===== src/rtl/temp_pkg.sv =====
// Shared types and default sizing for the timer datapath and its control-unit benches.
package temp_pkg;

    typedef enum logic [1:0] {IDLE, RUN, DONE} temp_state_t;

    localparam int unsigned TEMP_WIDTH     = 8;
    localparam int unsigned TEMP_PRESC_DIV = 10;

endpackage


===== src/rtl/temp_prescaler.sv =====
// Modulo-PRESC_DIV cycle counter; tc marks the last cycle of a time unit while enabled.
module temp_prescaler #(
    parameter int unsigned PRESC_DIV = 10
) (
    input  logic Ck,
    input  logic Clr,
    input  logic clr_cnt,
    input  logic en,
    output logic tc
);

    localparam int unsigned PW = (PRESC_DIV > 2) ? $clog2(PRESC_DIV) : 1;
    localparam logic [PW-1:0] LAST = PW'(PRESC_DIV - 1);

    logic [PW-1:0] cnt_q;
    logic [PW-1:0] cnt_d;

    always_comb begin
        cnt_d = cnt_q;
        tc    = 1'b0;
        if (clr_cnt) begin
            cnt_d = '0;
        end else if (en) begin
            if (cnt_q == LAST) begin
                cnt_d = '0;
                tc    = 1'b1;
            end else begin
                cnt_d = cnt_q + PW'(1);
            end
        end
    end

    always_ff @(posedge Ck or negedge Clr) begin
        if (!Clr) begin
            cnt_q <= '0;
        end else begin
            cnt_q <= cnt_d;
        end
    end

endmodule


===== src/rtl/temp_count_dp.sv =====
// Loadable down-counter in prescaled time units with expiry flag RC.
// Define TEMP_RELOAD_EN for periodic mode (reload from latched preset instead of stopping).
module temp_count_dp
    import temp_pkg::*;
#(
    parameter int unsigned WIDTH     = TEMP_WIDTH,
    parameter int unsigned PRESC_DIV = TEMP_PRESC_DIV
) (
    input  logic             Ck,
    input  logic             Clr,
    input  logic             Ld,
    input  logic             CE,
    input  logic [WIDTH-1:0] D,
    output logic [WIDTH-1:0] Q,
    output logic             Tick,
    output logic             RC
);

    temp_state_t      state_q, state_d;
    logic [WIDTH-1:0] q_q, q_d;
    logic             tick_q, tick_d;
    logic             rc_q, rc_d;
    logic             presc_en_c;
    logic             presc_tc_c;
`ifdef TEMP_RELOAD_EN
    logic [WIDTH-1:0] p_q, p_d;
`endif

    // Load has priority, so the prescaler only advances on genuine counting cycles.
    assign presc_en_c = (state_q == RUN) && CE && !Ld;

    temp_prescaler #(
        .PRESC_DIV (PRESC_DIV)
    ) u_presc (
        .Ck      (Ck),
        .Clr     (Clr),
        .clr_cnt (Ld),
        .en      (presc_en_c),
        .tc      (presc_tc_c)
    );

    always_comb begin
        state_d = state_q;
        q_d     = q_q;
        tick_d  = 1'b0;
        rc_d    = rc_q;
`ifdef TEMP_RELOAD_EN
        p_d     = p_q;
`endif
        if (Ld) begin
            q_d = D;
`ifdef TEMP_RELOAD_EN
            p_d = D;
`endif
            if (D != '0) begin
                state_d = RUN;
                rc_d    = 1'b0;
            end else begin
                state_d = DONE;
                rc_d    = 1'b1;
            end
        end else begin
            case (state_q)
                RUN: begin
`ifdef TEMP_RELOAD_EN
                    rc_d = 1'b0;
`endif
                    if (presc_tc_c) begin
                        tick_d = 1'b1;
                        if (q_q == WIDTH'(1)) begin
`ifdef TEMP_RELOAD_EN
                            q_d  = p_q;
                            rc_d = 1'b1;
`else
                            q_d     = '0;
                            state_d = DONE;
                            rc_d    = 1'b1;
`endif
                        end else begin
                            q_d = q_q - WIDTH'(1);
                        end
                    end
                end
                default: ;
            endcase
        end
    end

    always_ff @(posedge Ck or negedge Clr) begin
        if (!Clr) begin
            state_q <= IDLE;
            q_q     <= '0;
            tick_q  <= 1'b0;
            rc_q    <= 1'b0;
`ifdef TEMP_RELOAD_EN
            p_q     <= '0;
`endif
        end else begin
            state_q <= state_d;
            q_q     <= q_d;
            tick_q  <= tick_d;
            rc_q    <= rc_d;
`ifdef TEMP_RELOAD_EN
            p_q     <= p_d;
`endif
        end
    end

    assign Q    = q_q;
    assign Tick = tick_q;
    assign RC   = rc_q;

endmodule

===== config.mk =====
export PLATFORM = sky130hd
export DESIGN_NAME = temp_count_dp
export DESIGN_NICKNAME = d
export VERILOG_FILES = /design/src/rtl/temp_pkg.sv /design/src/rtl/temp_prescaler.sv /design/src/rtl/temp_count_dp.sv
export SDC_FILE = /design/constraint.sdc
export NUM_CORES = 1
export LEC_CHECK = 0
export ABC_AREA = 0
export BUFFER_PORTS_ARGS = -buffer_cell sky130_fd_sc_hd__buf_2
export CAP_MARGIN = 0
export CORE_ASPECT_RATIO = 1.25
export CORE_MARGIN = 2
export CORE_UTILIZATION = 56
export DETAILED_ROUTE_END_ITERATION = 16
export PLACE_DENSITY = 0.94
export SLEW_MARGIN = 20
export SYNTH_ARGS = -nofsm -noshare
export SYNTH_HDL_FRONTEND = slang
export SYNTH_SLANG_ARGS = --single-unit

===== constraint.sdc =====
create_clock -name Ck -period 5.2 [get_ports Ck]
set_input_delay 0.26 -clock Ck [delete_from_list [all_inputs] [get_ports Ck]]
set_output_delay 0.26 -clock Ck [all_outputs]
set_load 0.05 [all_outputs]

# [Word level (Yosys, flattened, before mapping)]
# Cells that the tools add are included.
[classes] addsub=2 eq_ne=3 muxes=23 reduce_logical=10
[ops] operator="$mux 8" count=4
[ops] operator="$mux 4" count=3
[ops] operator="$mux 1" count=11
[ops] operator="$mux 2" count=5
[ops] operator="$eq 8x1->1 const B" count=1
[ops] operator="$reduce_bool 2->1" count=4
[ops] operator="$reduce_bool 8->1" count=1
[ops] operator="$sub 8x1->8 const B" count=1
[ops] operator="$add 4x1->4 const B" count=1
[ops] operator="$eq 4x4->1 const B" count=1
[ops] operator="$reduce_and 3->1" count=1
[ops] operator="$eq 2x1->1 const B" count=1
[ops] operator="$logic_and 1x1->1" count=2
[ops] operator="$reduce_and 2->1" count=1
[ops] operator="$logic_not 1->1" count=1
[totals] reg_bits=16 out_inout_bits=10

# [Longest topological paths before layout]
# Gate-level depths: netlist (run 1).
[depth] word_depth=8 ltp_mapped=7

# [Hierarchy]
# From an unflattened synthesis (run 1), not the netlist that was laid out.
[hier_totals] hier_cells=99 hier_area_um2=910.9
[modules_own_cells] module="temp_count_dp" n_inst=1 cells_each=74 area_per_inst_um2=665.6 seq_area_each_um2=275.3
[modules_own_cells] module="temp_prescaler" n_inst=1 cells_each=25 area_per_inst_um2=245.2 seq_area_each_um2=100.1

# [Least setup slack after synthesis (run 1)]
# No wires, ideal clock.
[synth_timing] kind="register to register" start="reg q_q[0], in the netlist Q[0]" end="reg q_q[6], in the netlist Q[6]" t_arrival_ns=1.999 required_time_ns=5.113 path_slack_ns=3.115 stages_incl_launch_ff=7 path_buffers=0 path_cell_list="dfrtp_1 inv_1 ha_1 or4b_4 a2111oi_4 mux2i_1 o211ai_1"
[synth_via] elab_chain_len=5 word_cells_on_any_way=6 cone_classes="1 x add/sub; 1 x eq/ne; 4 x mux"
[synth_lines] item="from (decl)" line_no="temp_count_dp.sv:20" source="logic [WIDTH-1:0] q_q, q_d;"
[synth_lines] item="from (signal assigned)" line_no="temp_count_dp.sv:100" source="q_q <= q_d;"
[synth_lines] item="$sub 8x1->8 / $eq 8x1->1 (equally long branches)" line_no="temp_count_dp.sv:80, temp_count_dp.sv:70"
[synth_lines] item="$mux 8 (*)" line_no="temp_count_dp.sv:70" source="if (q_q == WIDTH'(1)) begin"
[synth_lines] item="$mux 8 (*)" line_no="temp_count_dp.sv:68" source="if (presc_tc_c) begin"
[synth_lines] item="$mux 8 (*)" line_no="temp_count_dp.sv:63" source="case (state_q)"
[synth_lines] item="$mux 8 (*)" line_no="temp_count_dp.sv:50" source="if (Ld) begin"
# Mark *: on every way between the ends. The rest lies on a longest branch, timed or not. The select of a mux whose other input is x is not followed.
# A chain may end at the register's enable or synchronous reset.

# [Worst setup path in the final report (run 1)]
# Same ends and word-level chain as after synthesis.

==> key figures, run 1 <==
Die
  – Die Ht: roughly 50 um
  – Die area: approximately 0.0020 mm2
  – # IOs: 22
  – Starting Density: between 50 and 60%
  – Rows: 16
  – Die width: 40.5 um
  – Core area: about 0.0016 mm2

STA
  – RSZ-0062 raised after global routing: false
  – # setup viols final: 0
  – Setup total negative slack: 0 ns
  – Clock Skew: around 0.0021 ns
  – Slew HR: between 70% and 80%
  – Period utilization: a little under two fifths
  – Period minus WS final: slightly below 2 ns
  – Final Hold Vio Count: 0
  – Setup WS post-layout: between 3 and 4 ns
  – Least-Margin Pin Slew: ~0.44 ns
  – Fmax: between 500 and 600 MHz
  – Max-slew violations: 0

Outcome
  – Outcome: completed

Global routing
  – All-layer global routing usage: between 20% and 30%
  – Met1 GRT Util: roughly 29%
  – Most Crowded Layer GR: met2
  – Global route overflow: 0
  – First-pass GRT wire length: 3.68 mm
  – Initial antenna violation count: 0
  – Met2 Use GR: between 40% and 50%
  – Vias in the first global route: 833
  – Largest net degree at the start of global routing: 22
  – Grt met3 use: ~2.7%

Power
  – Total power: 284 uW
  – Static Leakage: 0.000464 uW
  – Peak supply drop: just under 200 uV
  – Pwr Density: between 200 and 300 mW/mm2

Detailed routing
  – Via count: 892
  – Detailed Route Iter0 Violations: 37
  – Vias per cell: 6.28
  – DR DRC count: 0
  – Wire per inst: roughly 16 um
  – Drt first pass iters: 4
  – WL final: roughly 2.3 mm
  – Post-route ant nets: 0

Synthesis
  – Post-synth EDFFs: 0
  – Synth cell types: 32
  – Post-synth top area share: approximately two fifths
  – Top cells by count, synth: dfrtp_1, nand2_1, a21oi_1, o211ai_1
  – YS warnings: 0
  – Largest cells by area after synthesis: dfrtp_1, o211ai_1, nand2_1, ha_1, a21oi_1
  – Post-synthesis sequential area ratio: about two fifths
  – Post-synth top flop: dfrtp_1
  – Fraction of registers with async set/reset: 100%
  – Area of the mapped netlist: ~930 um2
  – Post-synthesis register bit count: 15
  – Biggest area consumer among synthesized cells: dfrtp_1
  – Mean post-synth cell area: 9.25 um2
  – Post-Syn Nets: 117
  – Top-count cell post-synth: dfrtp_1
  – Post-Synthesis Cells: 101

Setup path
  – CP peak stage delay: between 0.5 and 0.6 ns
  – Worst Setup EP: Q[6]
  – RR Endpoint: Q[6]
  – CP startpoint kind: flop
  – Worst Path Arrival: roughly 2.2 ns
  – Worst-path cell chain: inv_1, ha_1, or4b_4, a2111oi_4, mux2i_1, o211ai_1
  – R2r setup slk: around 3.2 ns
  – Critical path required time: ~5.4 ns
  – Reg2reg path depth: 6
  – CP startpoint: Q[0]
  – R2R Path Start: Q[0]
  – Slowest cell on crit path: or4b_4
  – Setup CP Type: reg -> reg
  – Worst setup EP type: flop
  – CP Max Fanout: 7

Clock tree
  – Reg clk slew, reported paths: approximately 0.090 ns
  – Inserted Clock Buffers: 3
  – Clk sinks: 15
  – H-tree Lvls: 1
  – Clk_lat worst skew: 0.29 ns
  – Root Driver: clkbuf_4
  – CTS tree: built
  – Clk buf depth: 2

Placed design
  – Port bufs: 21
  – Final GP Congestion: between 0.8 and 0.9
  – DP Cell Count: about 140
  – DP Worst Slack: ~3.3 ns
  – Post-detail-place hpwl: approximately 1.7 mm

Finish
  – Synth-to-layout area growth: 16.5%
  – Share of layout cells above drive strength 1: 24.2%
  – Final core occ: approximately 70%
  – Ant diodes: 0
  – Post-route insts no fill: about 140
  – # nets final: 141

Min path
  – Hold crit path type: in -> reg
  – Min-delay src: D[0]

Run
  – Max-Cap Viols: 0
==> worst max-delay path: cells and delay by family, from the launching register on <==
kind	cells	cell delay [ns]
multiplexers	1	0.11
AO/OA/AOI/OAI	2	0.49
buffers and inverters	1	0.11
flip-flops	1	0.45
AND/OR/NAND/NOR	1	0.52
adder cells (fa/ha/maj)	1	0.23
==> kinds of logic (layout without fill, tap and decap cells) <==
kind of cell / Yosys count / in the layout / share of synthesized area (%)
fa+ha+maj: 4 / 4 / 5.35
simple gates: 43 / 43 / 27.2
flops: 15 / 15 / 40.2
mux: 1 / 1 / 1.07
compound gates: 29 / 29 / 22.6
buf+inv: 9 / 32 / 3.61
==> cell type report <==
| type | instances | area (um2) |
|---|---|---|
| clock buffer | 3 | 22.5 |
| clock inverter | 1 | 5.00 |
| fill | 141 | 473 |
| inverter | 6 | 22.5 |
| multi-input combinational | 77 | 526 |
| sequential | 15 | 375 |
| tap | 18 | 22.5 |
| timing repair buffer | 22 | 115 |
==> where the power goes <==
part / internal (uW) / switching [uW]
Clock: 28.6 / 38.7
Combinational: 24.3 / 54.1
Sequential: 124 / 13.8
==> registers in the layout, indices dropped and copies added (netlist names) <==
name,cells
Q,8
RC,1
Tick,1
state_q,1
u_presc.cnt_q,4
==> through the flow <==
| step | hold slack [ns] | instance area, um2 |
|---|---|---|
| 5_1_grt | 0.222 | 1090 |
| 2_1_floorplan | -0.0356 | 935 |
| 3_3_place_gp | 0.180 | 1050 |
| 6_report | 0.196 | 1090 |
| 4_1_cts | 0.198 | 1090 |
| 3_5_place_dp | 0.177 | 1050 |
==> repair_timing <==
action,CTS,global route
setup endpoints to repair,0,0
buffers inserted,0,0
hold buffers,1,0
hold endpoints to repair,15,0
resized for setup,0,0
==> metal layers <==
metal	routed length [um]	vias to the layer above
met2	1200	29
met3	102	8
met1	900	426
met4	82	0
met5	0	-
li1	-	429
==> worst min-delay path by stage <==
stage	slack (ns)	to	cells after the start
3_5_place_dp	0.18	Tick	1
4_1_cts	0.20	Q[0]	3
3_3_place_gp	0.18	Q[3]	1
6_report	0.20	Q[0]	3
5_1_grt	0.22	Q[5]	2
2_1_floorplan	-0.04	Q[0]	0
==> cell usage in the layout, fill, tap and decap left out, types with 2 or more instances in the layout <==
master    instances
nor3_1            6
nand3_1           2
o211ai_1          9
buf_2            21
a21oi_1           9
nand2_1          14
o21ai_1           4
ha_1              4
nor3_2            2
and3b_1           2
or4_1             2
nor2_1            6
dfrtp_1          15
clkbuf_4          3
inv_1             5
nand3b_1          2
Note: power is estimated with default switching activity, not from simulation.
==> inputs of run 2 (changes only) <==
--- a/config.mk
+++ b/config.mk
@@ -10,9 +10,9 @@
 export CAP_MARGIN = 0
 export CORE_ASPECT_RATIO = 1.25
 export CORE_MARGIN = 2
-export CORE_UTILIZATION = 56
+export CORE_UTILIZATION = 52
 export DETAILED_ROUTE_END_ITERATION = 16
-export PLACE_DENSITY = 0.94
+export PLACE_DENSITY = 0.89
 export SLEW_MARGIN = 20
 export SYNTH_ARGS = -nofsm -noshare
 export SYNTH_HDL_FRONTEND = slang
==> constraint.sdc (replaced) <==
create_clock -name Ck -period 1.9 [get_ports Ck]
set_input_delay 0.095 -clock Ck [delete_from_list [all_inputs] [get_ports Ck]]
set_output_delay 0.095 -clock Ck [all_outputs]
set_load 0.05 [all_outputs]
==> key figures, run 2 (same netlist as run 1, synthesis figures left out) <==
Global routing
  – Global route overflow: 0 (unchanged)
  – Largest net degree at the start of global routing: 22 (unchanged)
  – Initial antenna violation count: 0 (unchanged)
  – All-layer global routing usage: 23.4% (-3.1 points)
  – First-pass GRT wire length: 3.73 mm (+1.5%)
  – Vias in the first global route: 895 (+7.4%)

Clock tree
  – Clk_lat worst skew: 0.30 ns (about the same)
  – Clk sinks: 15 (unchanged)
  – Clk buf depth: 2 (unchanged)
  – Reg clk slew, reported paths: 0.10 ns (about the same)
  – # hold bufs at CTS: 1 (unchanged)
  – Root Driver: clkbuf_4
  – Inserted Clock Buffers: 3 (unchanged)
  – H-tree Lvls: 1 (unchanged)
  – Post-CTS resize count: 0 (unchanged)
  – CTS tree: built
  – Post-CTS setup buffers: 0 (unchanged)

Detailed routing
  – DR DRC count: 0 (unchanged)
  – Detailed Route Iter0 Violations: 13 (-65%)
  – Wire per inst: 15.4 um (-4.4%)
  – WL final: 2.25 mm (-1.7%)
  – Via count: 876 (-1.8%)
  – Vias per cell: 6.00 (-4.5%)
  – Post-route ant nets: 0 (unchanged)
  – Drt first pass iters: 4 (unchanged)

STA
  – Fmax: 574 MHz (+14%)
  – Least-Margin Pin Slew: 0.438 ns (-0.00251 ns)
  – RSZ-0062 raised after global routing: false
  – # setup viols final: 0 (unchanged)
  – Period minus WS final: 1.74 ns (-0.242 ns)
  – Setup total negative slack: 0 ns (unchanged)
  – Period utilization: 91.6% (+53 points)
  – Final Hold Vio Count: 0 (unchanged)
  – Hold WS: 0.0224 ns (-0.173 ns)
  – Clock Skew: 0.00503 ns (+0.00293 ns)
  – Slew HR: 70.6% (+0.28 points)
  – Max-slew violations: 0 (unchanged)

Finish
  – Most common cell after layout, fill and taps aside: buf_2
  – # nets final: 144 (+2.1%)
  – Post-route insts no fill: 146 (+2.8%)
  – Filler instances: 142 (+0.71%)
  – Synth-to-layout area growth: 20.6%
  – Ant diodes: 0 (unchanged)
  – Fin area: 0.00113 mm2 (+3.6%)
  – Max FFs per register: 8 (unchanged)
  – Share of layout cells above drive strength 1: 29.9% (+5.7 points)
  – Most frequent cells in the layout: buf_2, nand2_1, dfrtp_1

Placed design
  – Post-detail-place hpwl: 1.68 mm (-2.1%)
  – Placed cell area: 0.00109 mm2 (+3.7%)
  – DP Cell Count: 141 (+2.9%)
  – Final GP Congestion: 0.800 (-3.3%)
  – Port bufs: 21 (unchanged)

Setup path
  – Slowest cell on crit path: or4b_4
  – Top cell family by delay on the critical path: simple AND/OR/NAND/NOR gates
  – CP peak stage delay: 0.49 ns (-0.03 ns)
  – Setup CP Type: reg -> reg
  – Worst setup EP type: flop
  – CP Max Fanout: 7 (unchanged)
  – Worst-path cell chain: inv_2, ha_4, or4b_4, a2111oi_4, mux2i_1, o211ai_1
  – CP startpoint: Q[0]
  – R2r setup slk: 0.16 ns (-3.06 ns)
  – Critical path required time: 2.12 ns (-3.29 ns)
  – Worst Path Arrival: 1.96 ns (-0.23 ns)
  – R2R Path Start: Q[0]
  – CP Buf/Inv Count: 1 (unchanged)
  – CP startpoint kind: flop

Die
  – Rows: 17 (+1)
  – # IOs: 22 (unchanged)
  – Die Ht: 51.4 um (+3.5%)
  – Die width: 41.9 um (+3.4%)
  – Core area: 0.00172 mm2 (+10%)
  – Die area: 0.00215 mm2 (+7.0%)
  – Starting Density: 54.2% (-5.6 points)

Power
  – Static Leakage: 0.000474 uW (+2.3%)
  – Total power: 793 uW (+180%)
  – Peak supply drop: 504 uV (+160%)
  – Pwr Density: 704 mW/mm2 (+170%)

Min path
  – Min-delay src: D[0]
  – Hold crit path type: in -> reg

Run
  – Max-Cap Viols: 0 (unchanged)

Outcome
  – Outcome: completed
==> run 2: layout make-up <==
class / instances / area, um2 / area share, %
multi-input combinational: 77 / 538 / 47.7
tap: 19 / 23.8 / 2.11
inverter: 6 / 22.5 / 2.00
clock inverter: 1 / 5.00 / 0.444
sequential: 15 / 378 / 33.5
timing repair buffer: 25 / 138 / 12.2
clock buffer: 3 / 22.5 / 2.00
==> run 2: tightest hold or removal path: cells and delay by family <==
family | cells | cell delay [ns]
buffers and inverters | 1 | 0.08
AND/OR/NAND/NOR | 1 | 0.04
AO/OA/AOI/OAI | 1 | 0.06
==> run 2: metal layers <==
| layer | vias up | track usage [%] | wire, um |
|---|---|---|---|
| met5 | - | 0 | 0 |
| met4 | 0 | 15.6 | 70 |
| met3 | 9 | 2.12 | 80 |
| met2 | 22 | 44.0 | 1140 |
| met1 | 414 | 24.3 | 954 |
| li1 | 431 | - | - |
==> run 2: final timing paths <==
kind                         to  depth (start not counted)
setup / recovery           Q[6]                          6
hold / removal             Q[0]                          3
setup reg to reg           Q[6]                          6
hold reg to reg              RC                          1
max in group asynchronous  Q[1]                          2
min in group asynchronous  Q[2]                          2
==> run 2: through the flow <==
stage | setup WS, ns | util [%]
global route | 0.0813 | 65.4
CTS | 0.169 | 65.4
finish | 0.159 | 65.4
floorplan | 0.0464 | -
detailed placement | 0.197 | 63.3
global placement | 0.229 | 63.3
==> run 2: power breakdown <==
| group | total [uW] | internal, uW | switching [uW] |
|---|---|---|---|
| logic | 222 | 74.2 | 148 |
| clock network | 192 | 78.5 | 113 |
| registers | 380 | 342 | 37.9 |
| total | 793 | 495 | 299 |
==> inputs of run 3 (changes only) <==
--- a/config.mk
+++ b/config.mk
@@ -10,9 +10,9 @@
 export CAP_MARGIN = 0
 export CORE_ASPECT_RATIO = 1.25
 export CORE_MARGIN = 2
-export CORE_UTILIZATION = 52
+export CORE_UTILIZATION = 50
 export DETAILED_ROUTE_END_ITERATION = 16
-export PLACE_DENSITY = 0.89
+export PLACE_DENSITY = 0.86
 export SLEW_MARGIN = 20
 export SYNTH_ARGS = -nofsm -noshare
 export SYNTH_HDL_FRONTEND = slang
==> key figures, run 3 (same netlist as run 1, synthesis figures left out) <==
Outcome
  – Outcome: completed

Setup path
  – Worst Path Arrival: 2.02 ns (+0.06 ns)
  – Critical path required time: 2.11 ns (about the same)
  – CP startpoint kind: flop
  – Worst setup EP type: flop
  – Setup CP Type: reg -> reg
  – CP Max Fanout: 5 (-2)

Power
  – Peak supply drop: 566 uV (+12%)
  – Pwr Density: 709 mW/mm2 (+0.80%)
  – Total power: 805 uW (+1.5%)
  – Static Leakage: 0.000479 uW (+1.0%)

Finish
  – Fin area: 0.00113 mm2 (+0.67%)
  – Ant diodes: 0 (unchanged)
  – Max FFs per register: 8 (unchanged)
  – # nets final: 145 (+0.69%)
  – Synth-to-layout area growth: 21.4%
  – Share of layout cells above drive strength 1: 30.5% (+0.55 points)
  – Most common cell after layout, fill and taps aside: buf_2
  – Most frequent cells in the layout: buf_2, nand2_1, dfrtp_1

Detailed routing
  – Vias per cell: 6.17 (+2.8%)
  – Detailed Route Iter0 Violations: 11 (-2)
  – Wire per inst: 15.8 um (+2.6%)
  – Via count: 907 (+3.5%)
  – Drt first pass iters: 4 (unchanged)
  – Post-route ant nets: 0 (unchanged)
  – WL final: 2.32 mm (+3.3%)
  – DR DRC count: 0 (unchanged)

Global routing
  – Global route overflow: 0 (unchanged)
  – Met2 Use GR: 43.4% (-0.58 points)
  – Vias in the first global route: 899 (+0.45%)
  – Met1 GRT Util: 26.2% (+1.9 points)
  – All-layer global routing usage: 23.9% (+0.52 points)
  – Grt met3 use: 2.07% (-0.051 points)
  – Largest net degree at the start of global routing: 22 (unchanged)
  – Most Crowded Layer GR: met2
  – First-pass GRT wire length: 3.97 mm (+6.5%)
  – Initial antenna violation count: 0 (unchanged)

Die
  – Core area: 0.00177 mm2 (+2.5%)
  – Die Ht: 52.3 um (+1.8%)
  – # IOs: 22 (unchanged)
  – Die area: 0.00223 mm2 (+3.7%)
  – Starting Density: 52.9% (-1.3 points)
  – Die width: 42.7 um (+1.8%)
  – Rows: 17 (unchanged)

Placed design
  – Post-detail-place hpwl: 1.76 mm (+4.6%)
  – Placed cell area: 0.00109 mm2 (unchanged)
  – Port bufs: 21 (unchanged)
  – Final GP Congestion: 0.953 (+19%)

Clock tree
  – CTS tree: built
  – Reg clk slew, reported paths: 0.09 ns (about the same)
  – Clk buf depth: 2 (unchanged)
  – H-tree Lvls: 1 (unchanged)
  – Clk_lat worst skew: 0.30 ns (about the same)
  – Root Driver: clkbuf_4
  – Inserted Clock Buffers: 3 (unchanged)
  – Clk sinks: 15 (unchanged)

STA
  – Final Hold Vio Count: 0 (unchanged)
  – Period minus WS final: 1.81 ns (+0.0668 ns)
  – # setup viols final: 0 (unchanged)
  – RSZ-0062 raised after global routing: false
  – Max-slew violations: 0 (unchanged)
  – Clock Skew: 0.00131 ns (-0.00372 ns)
  – Hold WS: 0.0255 ns (+0.00305 ns)
  – Least-Margin Pin Slew: 0.439 ns (+0.00139 ns)
  – Fmax: 553 MHz (-3.7%)
  – Period utilization: 95.1% (+3.5 points)
  – Slew HR: 70.6% (-0.093 points)
  – Setup total negative slack: 0 ns (unchanged)

Min path
  – Hold crit path type: in -> reg

Run
  – Max-Cap Viols: 0 (unchanged)
==> run 3: worst max-delay path, cell delays in order, from the launching register on <==
cell	delay, ns
dfrtp_2	0.45
inv_2	0.09
ha_4	0.15
or4b_4	0.49
a2111oi_4	0.19
mux2i_1	0.12
o211ai_1	0.22
==> run 3: repair_timing <==
action,CTS,global route
setup buffers,0,1
resized for setup,0,0
setup endpoints to repair,0,1
hold endpoints to repair,15,0
hold buffers,1,0
==> run 3: report_power, final <==
part	total, uW	internal (uW)	switching [uW]
Sequential	380	342	38.2
Clock	196	78.7	117
Combinational	229	78.3	151
Total	805	499	306
==> run 3: metal layers <==
layer,share of wire [%],wire length [um],vias up
met4,3.5,82,0
met2,53,1230,27
met1,40,922,437
li1,-,-,434
met5,0,0,-
met3,3.8,89,9
==> run 3: final timing paths <==
path / depth (start not counted) / to / from / slack, ns
max: 6 / Q[6] / Q[1] / 0.09
min: 3 / Q[1] / D[1] / 0.03
max reg2reg: 6 / Q[6] / Q[1] / 0.09
min reg2reg: 1 / RC / RC / 0.56
max in group asynchronous: 2 / Q[0] / Clr / 1.39
min in group asynchronous: 2 / Tick / Clr / 0.22
==> run 3: cell type report <==
class                      count  area, um2
fill                         156        631
multi-input combinational     77        538
sequential                    15        378
timing repair buffer          26        145
tap                           19       23.8
clock buffer                   3       22.5
inverter                       6       22.5
clock inverter                 1       5.00
==> run 3: stage by stage <==
step,utilization (%),cells,worst slack [ns]
global placement,61.7,141,0.227
CTS,63.9,146,0.0753
finish,64.3,147,0.0925
floorplan,-,101,0.0464
global route,64.3,147,0.0120
detailed placement,61.7,141,0.0979
